### src/rtl/mdu_ctrl_if.sv
// mdu_ctrl_if: EX-stage <-> multiply/divide unit handshake bundle.
//   op_valid/op_sel/src_a/src_b/flush : pipeline -> MDU (operation request)
//   stallreq/busy                     : MDU -> pipeline (hold request, status)
//   hi_we/lo_we/hi_o/lo_o             : MDU -> hi/lo write port and ID bypass
// The pipeline side uses the master modport, the MDU uses slave.
interface mdu_ctrl_if;
    logic        op_valid;
    logic [2:0]  op_sel;
    logic [31:0] src_a;
    logic [31:0] src_b;
    logic        flush;
    logic        stallreq;
    logic        busy;
    logic        hi_we;
    logic        lo_we;
    logic [31:0] hi_o;
    logic [31:0] lo_o;

    modport master (
        output op_valid, op_sel, src_a, src_b, flush,
        input  stallreq, busy, hi_we, lo_we, hi_o, lo_o
    );

    modport slave (
        input  op_valid, op_sel, src_a, src_b, flush,
        output stallreq, busy, hi_we, lo_we, hi_o, lo_o
    );
endinterface

### src/rtl/mdu_ctrl.sv
// mdu_ctrl: iterative multiply/divide unit controller for the hi/lo registers.
//   clk  : sole clock, rising edge
//   rst  : synchronous active-high reset
//   bus  : mdu_ctrl_if.slave
//          op_sel 1=MULT 2=MULTU 3=DIV 4=DIVU 5=MTHI 6=MTLO, others no-op.
// MULT/MULTU/DIV/DIVU take 32 CALC cycles (radix-2 shift-add multiply or
// restoring divide on operand magnitudes, signs fixed in DONE). Divide by zero
// skips CALC and returns hi=src_a, lo=all ones. MTHI/MTLO write in the same
// cycle without stalling. flush annuls the current operation.
module mdu_ctrl (
    input  logic           clk,
    input  logic           rst,
    mdu_ctrl_if.slave      bus
);

    localparam logic [2:0] OP_MULT  = 3'd1;
    localparam logic [2:0] OP_MULTU = 3'd2;
    localparam logic [2:0] OP_DIV   = 3'd3;
    localparam logic [2:0] OP_DIVU  = 3'd4;
    localparam logic [2:0] OP_MTHI  = 3'd5;
    localparam logic [2:0] OP_MTLO  = 3'd6;

    typedef enum logic [1:0] {
        IDLE = 2'd0,
        CALC = 2'd1,
        DONE = 2'd2
    } state_t;

    state_t      state_q, state_d;
    logic [4:0]  cnt_q, cnt_d;
    logic [2:0]  op_q, op_d;
    logic [31:0] a_q, a_d;
    logic [31:0] b_q, b_d;
    logic [63:0] acc_q, acc_d;
    logic        dz_q, dz_d;

    function automatic logic [31:0] mag(input logic [31:0] v, input logic sgn);
        return (sgn && v[31]) ? (~v + 32'd1) : v;
    endfunction

    // Request decode (current inputs)
    logic in_signed, in_div, in_calc_op, idle_req, accept, mthi, mtlo;

    always_comb begin
        in_signed  = (bus.op_sel == OP_MULT) || (bus.op_sel == OP_DIV);
        in_div     = (bus.op_sel == OP_DIV)  || (bus.op_sel == OP_DIVU);
        in_calc_op = (bus.op_sel >= OP_MULT) && (bus.op_sel <= OP_DIVU);
        idle_req   = (state_q == IDLE) && bus.op_valid && !bus.flush && !rst;
        accept     = idle_req && in_calc_op;
        mthi       = idle_req && (bus.op_sel == OP_MTHI);
        mtlo       = idle_req && (bus.op_sel == OP_MTLO);
    end

    // Datapath on latched operands
    logic        q_signed, q_div;
    logic [31:0] mag_a_q, mag_b_q;
    logic [32:0] mul_sum, trial;
    logic        ge;
    logic [31:0] diff;
    logic [63:0] mul_next, div_next;

    always_comb begin
        q_signed = (op_q == OP_MULT) || (op_q == OP_DIV);
        q_div    = (op_q == OP_DIV)  || (op_q == OP_DIVU);
        mag_a_q  = mag(a_q, q_signed);
        mag_b_q  = mag(b_q, q_signed);

        // Multiply: acc = {partial product, remaining multiplier bits}
        mul_sum  = {1'b0, acc_q[63:32]} + (acc_q[0] ? {1'b0, mag_a_q} : 33'd0);
        mul_next = {mul_sum, acc_q[31:1]};

        // Divide: acc = {partial remainder, dividend bits / quotient bits}.
        // trial < 2*divisor, so the difference always fits in 32 bits.
        trial    = acc_q[63:31];
        ge       = trial >= {1'b0, mag_b_q};
        diff     = trial[31:0] - mag_b_q;
        div_next = {(ge ? diff : trial[31:0]), acc_q[30:0], ge};
    end

    // Sign fix-up of the final result, applied while in DONE
    logic [63:0] res;
    logic [31:0] quo, rem;

    always_comb begin
        quo = acc_q[31:0];
        rem = acc_q[63:32];
        if (q_signed && (a_q[31] ^ b_q[31])) quo = ~quo + 32'd1;
        if (q_signed && a_q[31])             rem = ~rem + 32'd1;
        if (dz_q)
            res = acc_q;
        else if (q_div)
            res = {rem, quo};
        else if (q_signed && (a_q[31] ^ b_q[31]))
            res = ~acc_q + 64'd1;
        else
            res = acc_q;
    end

    // Next-state logic
    always_comb begin
        state_d = state_q;
        cnt_d   = cnt_q;
        op_d    = op_q;
        a_d     = a_q;
        b_d     = b_q;
        acc_d   = acc_q;
        dz_d    = dz_q;
        unique case (state_q)
            IDLE: begin
                if (accept) begin
                    op_d  = bus.op_sel;
                    a_d   = bus.src_a;
                    b_d   = bus.src_b;
                    cnt_d = '0;
                    if (in_div && (bus.src_b == '0)) begin
                        acc_d   = {bus.src_a, 32'hFFFF_FFFF};
                        dz_d    = 1'b1;
                        state_d = DONE;
                    end else begin
                        acc_d   = in_div ? {32'd0, mag(bus.src_a, in_signed)}
                                         : {32'd0, mag(bus.src_b, in_signed)};
                        dz_d    = 1'b0;
                        state_d = CALC;
                    end
                end
            end
            CALC: begin
                acc_d = q_div ? div_next : mul_next;
                cnt_d = cnt_q + 5'd1;
                if (cnt_q == 5'd31) state_d = DONE;
            end
            DONE: state_d = IDLE;
            default: state_d = IDLE;
        endcase
        if (bus.flush) state_d = IDLE;
    end

    always_ff @(posedge clk) begin
        if (rst) begin
            state_q <= IDLE;
            cnt_q   <= '0;
            op_q    <= '0;
            a_q     <= '0;
            b_q     <= '0;
            acc_q   <= '0;
            dz_q    <= 1'b0;
        end else begin
            state_q <= state_d;
            cnt_q   <= cnt_d;
            op_q    <= op_d;
            a_q     <= a_d;
            b_q     <= b_d;
            acc_q   <= acc_d;
            dz_q    <= dz_d;
        end
    end

    // Outputs: strobes only in DONE or on an MTHI/MTLO in IDLE
    logic done_we;

    always_comb begin
        done_we      = (state_q == DONE) && !bus.flush && !rst;
        bus.stallreq = !rst && !bus.flush && (accept || (state_q == CALC));
        bus.busy     = !rst && (state_q != IDLE);
        bus.hi_we    = done_we || mthi;
        bus.lo_we    = done_we || mtlo;
        bus.hi_o     = done_we ? res[63:32] : (mthi ? bus.src_a : '0);
        bus.lo_o     = done_we ? res[31:0]  : (mtlo ? bus.src_a : '0);
    end

endmodule

### src/flat_wrapper.sv
// flat-port wrapper written by rule: the top's interface ports become plain ports
module mdu_ctrl_flat 
  (clk, rst, bus_op_valid, bus_op_sel, bus_src_a, bus_src_b, bus_flush, bus_stallreq, bus_busy, bus_hi_we, bus_lo_we, bus_hi_o, bus_lo_o);
  mdu_ctrl_if bus_i ();
  input  logic clk;
  input  logic rst;
  input wire logic [$bits(bus_i.op_valid)-1:0] bus_op_valid;
  input wire logic [$bits(bus_i.op_sel)-1:0] bus_op_sel;
  input wire logic [$bits(bus_i.src_a)-1:0] bus_src_a;
  input wire logic [$bits(bus_i.src_b)-1:0] bus_src_b;
  input wire logic [$bits(bus_i.flush)-1:0] bus_flush;
  output wire logic [$bits(bus_i.stallreq)-1:0] bus_stallreq;
  output wire logic [$bits(bus_i.busy)-1:0] bus_busy;
  output wire logic [$bits(bus_i.hi_we)-1:0] bus_hi_we;
  output wire logic [$bits(bus_i.lo_we)-1:0] bus_lo_we;
  output wire logic [$bits(bus_i.hi_o)-1:0] bus_hi_o;
  output wire logic [$bits(bus_i.lo_o)-1:0] bus_lo_o;
  assign bus_i.op_valid = bus_op_valid;
  assign bus_i.op_sel = bus_op_sel;
  assign bus_i.src_a = bus_src_a;
  assign bus_i.src_b = bus_src_b;
  assign bus_i.flush = bus_flush;
  assign bus_stallreq = bus_i.stallreq;
  assign bus_busy = bus_i.busy;
  assign bus_hi_we = bus_i.hi_we;
  assign bus_lo_we = bus_i.lo_we;
  assign bus_hi_o = bus_i.hi_o;
  assign bus_lo_o = bus_i.lo_o;
  mdu_ctrl u_core (.clk(clk), .rst(rst), .bus(bus_i));
endmodule
### config.mk
export PLATFORM = sky130hd
export DESIGN_NAME = mdu_ctrl_flat
export DESIGN_NICKNAME = d
export VERILOG_FILES = /design/src/rtl/mdu_ctrl_if.sv /design/src/rtl/mdu_ctrl.sv /design/src/flat_wrapper.sv
export SDC_FILE = /design/constraint.sdc
export NUM_CORES = 1
export LEC_CHECK = 0
export CAP_MARGIN = 20
export CORE_ASPECT_RATIO = 0.7
export CORE_MARGIN = 4
export CORE_UTILIZATION = 48
export CTS_BUF_LIST = sky130_fd_sc_hd__clkbuf_16
export DETAILED_ROUTE_END_ITERATION = 10
export PLACE_DENSITY = 0.8
export SYNTH_ARGS = -nofsm -noshare
export SYNTH_HDL_FRONTEND = slang
export SYNTH_SLANG_ARGS = --single-unit
### constraint.sdc
create_clock -name clk -period 13.42 [get_ports clk]
set_input_delay 1.342 -clock clk [delete_from_list [all_inputs] [get_ports clk]]
set_output_delay 1.342 -clock clk [all_outputs]
set_load 0.005 [all_outputs]
==> impl_metrics.csv, run 1 <==
group,metric,value,unit
placed_design,placed_area,16800,um2
sta,post-route-period-util,46.4,%
logic_synthesis,synth_edf_count,0,
clock_tree,cts.sink_count,139,
placed_design,routabilityCongestion,1.02,
sta,skew,0.00915,ns
clock_tree,cts_setup_buffers,0,
sta,max_freq,0.160,GHz
clock_tree,cts_tree,"done",
critical_path,cp-start-kind,"register",
critical_path,crit_top_cell,"o21ai_0",
route,num_vias,18200,
sta,hold_viol,0,
logic_synthesis,synthCells,2259,
route,initialDrtViolationCount,3108,
critical_path,required,12.08,ns
die,die_area,34800,um2
finish,fill_cells,3032,
route,first_pass_iters,8,
sta,setup_tns,0,ns
power_and_ir_drop,vdd_ir_drop_max,0.0889,mV
global_routing,grt_pass1_vias,16300,
logic_synthesis,async_flop_share,0,%
global_routing,grt-ovfl-total,0,
clock_tree,clk_latency,0.45,ns
clock_tree,htreeDepth,4,
sta,worst-slew-pin-transition,1.15,ns
clock_tree,clock_path_buffers,2,
finish,fin_area,17400,um2
die,start_util,48.9,%
power_and_ir_drop,leakage,6.45,nW
finish,fin_nets,2435,
die,chipWidth,221,um
logic_synthesis,synth_area,15300,um2
power_and_ir_drop,p_total,1.37,mW
logic_synthesis,synth-main-ff-cell,"dfxtp_1",
global_routing,grt_max_degree,78,
critical_path,crit_chain,"nor2b_1 > nand2_1 > nor2_1 > o21ai_0 > xor2_1 > o21ai_0 > clkdlybuf4s50_1",
sta,rsz0062_at_grt,"false",
sta,final-setup-viol-count,0,
critical_path,crit_path_end_kind,"primary output",
clock_tree,cts_hold_buffers,0,
logic_synthesis,synthDistinctLibCells,78,
critical_path,worstSetupPathType,"register to primary output",
sta,fin_ws,7.19,ns
global_routing,grt_first_pass_wirelength,102000,um
route,routed_via_density,6.69,
placed_design,pre_cts_ws,7.90,ns
finish,final_cell_mix,"nand2_1 (368), a21oi_1 (268), nor2_1 (195)",
finish,drive_gt1_share,4.95,%
logic_synthesis,synth_nets,2404,
power_and_ir_drop,powerDensity,78.5,nW/um2
route,drcViolationCount,0,
critical_path,crit_fanout,22,
route,antenna_left,0,
status,status,"finished, final reports clean",
sta,layout_min_cycle_time,6.23,ns
job,cap_violations,0,
logic_synthesis,synth-seq-area-share,18.2,%
sta,drv_slew,0,
route,finalWirelength,69200,um
placed_design,io_buffers,138,
die,fp.dieH,157,um
logic_synthesis,yosysWarnings,0,
placed_design,dp_hpwl,51800,um
critical_path,arrival,4.89,ns
clock_tree,clkTransAtPathRegs,0.07,ns
die,core_area,31300,um2
global_routing,antenna_found_initial,1,
clock_tree,post_cts_resized,0,
logic_synthesis,synth-seq-cells,139,
global_routing,grt_util_all_layers,37.7,%
finish,final_common_cell,"nand2_1",
route,routedWlPerCell,25.4,um
clock_tree,cts.root.buffer_cell,"clkbuf_16",
critical_path,slowest_delay,1.11,ns
sta,slew_headroom,22.8,%
die,ios,139,
finish,areaGrowthSynthToFinish,13.9,%
die,std_cell_rows,54,
clock_tree,numCtsBuffers,17,
worst_hold_path,holdCritPathClass,"register to register",
critical_path,cpMaxStageDelayCell,"nor2_1",
logic_synthesis,syn-mean-instance-area,6.77,um2
==> stage by stage <==
step | cells | hold slack (ns) | utilization [%]
final | 2724 | 0.483 | 55.7
after global routing | 2723 | 0.501 | 55.7
after CTS | 2723 | 0.482 | 55.7
after detailed placement | 2691 | 0.473 | 53.8
after global placement | 2689 | 0.458 | 53.7
after floorplan | 2259 | 0.439 | -
==> cell usage after synthesis, types with 23 or more instances <==
master	count	area (um2)
dfxtp_1	139	2780
nand3_1	38	190
o21ai_0	168	841
xnor2_1	109	955
and3_1	23	144
a31oi_1	35	219
nand2_1	369	1390
ha_1	72	901
inv_1	36	135
nor3_1	71	355
o31ai_1	24	180
nor2_1	195	732
a21oi_1	268	1340
o21ai_1	39	195
clkbuf_1	118	443
xor2_1	114	998
a21o_1	37	278
==> routing by layer <==
| layer | wire (um) | global-route usage, % | share of wire (%) |
|---|---|---|---|
| met5 | 13 | 0 | 0.019 |
| met4 | 2060 | 10.1 | 3.0 |
| met3 | 12600 | 18.3 | 18 |
| met2 | 26200 | 51.4 | 38 |
| met1 | 28400 | 52.8 | 41 |
==> final timing paths <==
check / from / endpoint / slack [ns] / cells past startpoint
hold reg to reg: u_core.cnt_q[4] / u_core.cnt_q[4] / 0.48 / 2
hold / removal: u_core.cnt_q[4] / u_core.cnt_q[4] / 0.48 / 2
setup / recovery: u_core.op_q[0] / bus_lo_o[7] / 7.19 / 7
setup reg to reg: u_core.op_q[0] / u_core.acc_q[62] / 7.69 / 14
==> kinds of logic after synthesis <==
| kind of cell | count (synthesis) | share of synthesized area, % |
|---|---|---|
| and+or+nand+nor | 857 | 26.2 |
| AOI/OAI and AO/OA | 749 | 29.9 |
| xor gates and xnor gates | 223 | 12.8 |
| buffers and inverters | 193 | 5.07 |
| DFF | 139 | 18.2 |
| adders and majority gates | 74 | 6.15 |
| muxes | 24 | 1.67 |
==> layout make-up <==
| class | instances | area, um2 | area share, % |
|---|---|---|---|
| repair buffers | 169 | 1610 | 9.26 |
| multi-input cells | 1927 | 11800 | 67.6 |
| well taps | 420 | 526 | 3.02 |
| inverters | 36 | 135 | 0.776 |
| clock inverters | 15 | 163 | 0.934 |
| diodes | 1 | 2.50 | 0.0144 |
| clock buffers | 17 | 425 | 2.44 |
| flip-flops and latches | 139 | 2780 | 16.0 |
==> flip-flops by register name, indices dropped and copies added (netlist names) <==
register / flops
u_core.a_q: 32
u_core.state_q: 2
u_core.b_q: 32
u_core.op_q: 3
u_core.acc_q: 64
u_core.dz_q: 1
u_core.cnt_q: 5
==> worst max-delay path, delay by kind of cell, from the launching register on <==
| kind | cells | cell delay, ns |
|---|---|---|
| XOR/XNOR | 1 | 0.24 |
| buffers and inverters | 1 | 0.56 |
| AO/OA/AOI/OAI | 2 | 0.49 |
| flip-flops | 1 | 0.40 |
| AND/OR/NAND/NOR | 3 | 2.74 |
==> where the power goes <==
| group | total (mW) | leakage [nW] | switching [mW] | internal [mW] |
|---|---|---|---|---|
| Clock | 0.495 | 0.281 | 0.218 | 0.277 |
| Sequential | 0.448 | 1.13 | 0.0243 | 0.424 |
| Combinational | 0.424 | 5.04 | 0.275 | 0.149 |
Note: power is estimated with default switching activity, not from simulation.
==> run 2: changes to the inputs <==
PLACE_DENSITY = 0.83   (was 0.8)
clock period = 5.5 ns   (was 13.42 ns; I/O delays follow)
==> run 2 against run 1 <==
  * Worst setup slack worse by 6.7 ns
  * Clock power rose by 130%
  * Final area increased by 0.54%
  * Largest cell class unchanged
  * Final cell count grew 0.62%
  * Core utilization is 0.30 points higher
  * Highest routed layer is now met4
==> impl_metrics.csv, run 2 (synthesis results as in run 1) <==
group,metric,value,unit
sta,setup_tns,0,ns
finish,top_register,"u_core.acc_q",
placed_design,pre_cts_ws,0.666,ns
power_and_ir_drop,vdd_ir_drop_max,0.166,mV
sta,layout_min_cycle_time,5.02,ns
placed_design,dp_hpwl,51900,um
critical_path,worstRegToRegCells,18,
clock_tree,post_cts_resized,0,
clock_tree,htreeDepth,4,
placed_design,io_buffers,138,
sta,slew_headroom,29.6,%
finish,drive_gt1_share,5.43,%
clock_tree,cts.root.buffer_cell,"clkbuf_16",
finish,top_regs,"u_core.acc_q (64), u_core.a_q (32), u_core.b_q (32)",
critical_path,critPathTopFamily,"simple AND/OR/NAND/NOR gates",
route,routedWlPerCell,25.1,um
status,status,"finished, final reports clean",
global_routing,grt_max_degree,80,
finish,multiInputGateArea,11800,um2
sta,post-route-period-util,91.2,%
power_and_ir_drop,powerDensity,185,nW/um2
critical_path,crit_path_end_kind,"register",
sta,final-setup-viol-count,0,
finish,areaGrowthSynthToFinish,14.5,%
worst_hold_path,holdPathStages,3,
global_routing,grt_util_all_layers,37.9,%
clock_tree,cts_hold_buffers,0,
die,std_cell_rows,54,
sta,hold_viol,0,
clock_tree,clock_path_buffers,2,
sta,skew,0.0109,ns
global_routing,antenna_found_initial,1,
critical_path,slowest_delay,0.48,ns
critical_path,arrival,5.36,ns
worst_hold_path,holdCritPathClass,"input pin to register",
sta,drv_slew,0,
clock_tree,cts_setup_buffers,0,
critical_path,cp-start-kind,"register",
die,die_area,34800,um2
die,fp.dieH,157,um
clock_tree,cts_tree,"done",
die,chipWidth,221,um
clock_tree,numCtsBuffers,17,
finish,fill_cells,3013,
sta,worst-slew-pin-transition,1.05,ns
critical_path,crit_fanout,44,
global_routing,grt_first_pass_wirelength,102000,um
sta,fin_ws,0.482,ns
die,start_util,48.9,%
route,routed_via_density,6.66,
critical_path,worstSetupPathType,"register to register",
critical_path,crit_top_cell,"nor4_1",
global_routing,grt-ovfl-total,0,
route,antenna_left,0,
clock_tree,clkTransAtPathRegs,0.07,ns
sta,rsz0062_at_grt,"false",
critical_path,cpMaxStageDelayCell,"ha_1",
sta,max_freq,0.199,GHz
route,drcViolationCount,0,
route,finalWirelength,68700,um
critical_path,crit_cells,18,
clock_tree,clk_latency,0.46,ns
finish,largest_reg_flops,64,
power_and_ir_drop,leakage,6.52,nW
finish,final_cell_mix,"nand2_1 (368), a21oi_1 (268), nor2_1 (195)",
critical_path,crit_chain,"nor4_1 > nand2b_1 > nor4_1 > buf_4 > and3_1 > nand2_1 > o41ai_1 > xor2_1 > ha_1 > and3_1 > nand3_1 > nor4_1 > a22o_1 > a221o_1 > a31o_1 > buf_12 > mux2_1 > a221o_1",
die,ios,139,
global_routing,grt_pass1_vias,16300,
route,initialDrtViolationCount,2960,
route,num_vias,18300,
finish,fin_nets,2453,
clock_tree,cts.sink_count,139,
finish,final_common_cell,"nand2_1",
route,first_pass_iters,6,
placed_design,routabilityCongestion,1.03,
finish,seqCellArea,2780,um2
sta,whs,0.409,ns
die,core_area,31300,um2
critical_path,cp_num_buf_inv,2,
job,cap_violations,0,
critical_path,required,5.84,ns
==> run 2: cell count changes in the layout (fill, tap and decap cells not counted), sizes merged <==
cell	before	now
bufinv	2	1
clkinv	5	7
buf	32	50
inv	41	38
clkinvlp	3	4
==> run 2: power by group <==
part | total (mW) | switching, mW | internal, mW
Combinational | 1.03 | 0.652 | 0.380
Clock | 1.12 | 0.505 | 0.610
Sequential | 1.09 | 0.0598 | 1.03
==> run 2: stage by stage <==
step / instance area (um2) / util (%) / instances / power [mW]
final: 17500 / 56.0 / 2741 / 3.24
after CTS: 17500 / 56.0 / 2740 / 3.19
after global placement: 17000 / 54.2 / 2709 / 2.08
after detailed placement: 17000 / 54.2 / 2709 / 2.09
after floorplan: 15300 / - / 2259 / 1.75
after global routing: 17500 / 56.0 / 2740 / 3.34
==> run 2: tightest hold or removal path: stages <==
cell and delay (ns):
buf_4 0.08, nor2_1 0.07, o21a_1 0.11
==> run 2: area by class of cell <==
cell class,instances,area share [%]
sequential,139,15.9
tap,420,3.00
inverter,36,0.772
timing repair buffer,187,10.0
clock buffer,17,2.43
clock inverter,14,0.629
antenna,1,0.0143
multi-input combinational,1927,67.2
==> run 2: worst paths after layout <==
kind	startpoint	slack, ns	endpoint
worst max-delay path	u_core.b_q[2]	0.48	u_core.acc_q[62]
worst min-delay path	rst	0.41	u_core.state_q[0]
worst max register to register	u_core.b_q[2]	0.48	u_core.acc_q[62]
worst min register to register	u_core.cnt_q[3]	0.48	u_core.cnt_q[3]
==> run 2: layer usage <==
metal / part of all wire (%) / vias up / routed length (um) / global-route usage, %
met5: 0 / - / 0 / 0
met4: 3.6 / 0 / 2460 / 12.4
met3: 18 / 186 / 12400 / 17.2
met2: 37 / 1440 / 25600 / 50.9
met1: 41 / 8411 / 28200 / 53.6
li1: - / 8217 / - / -
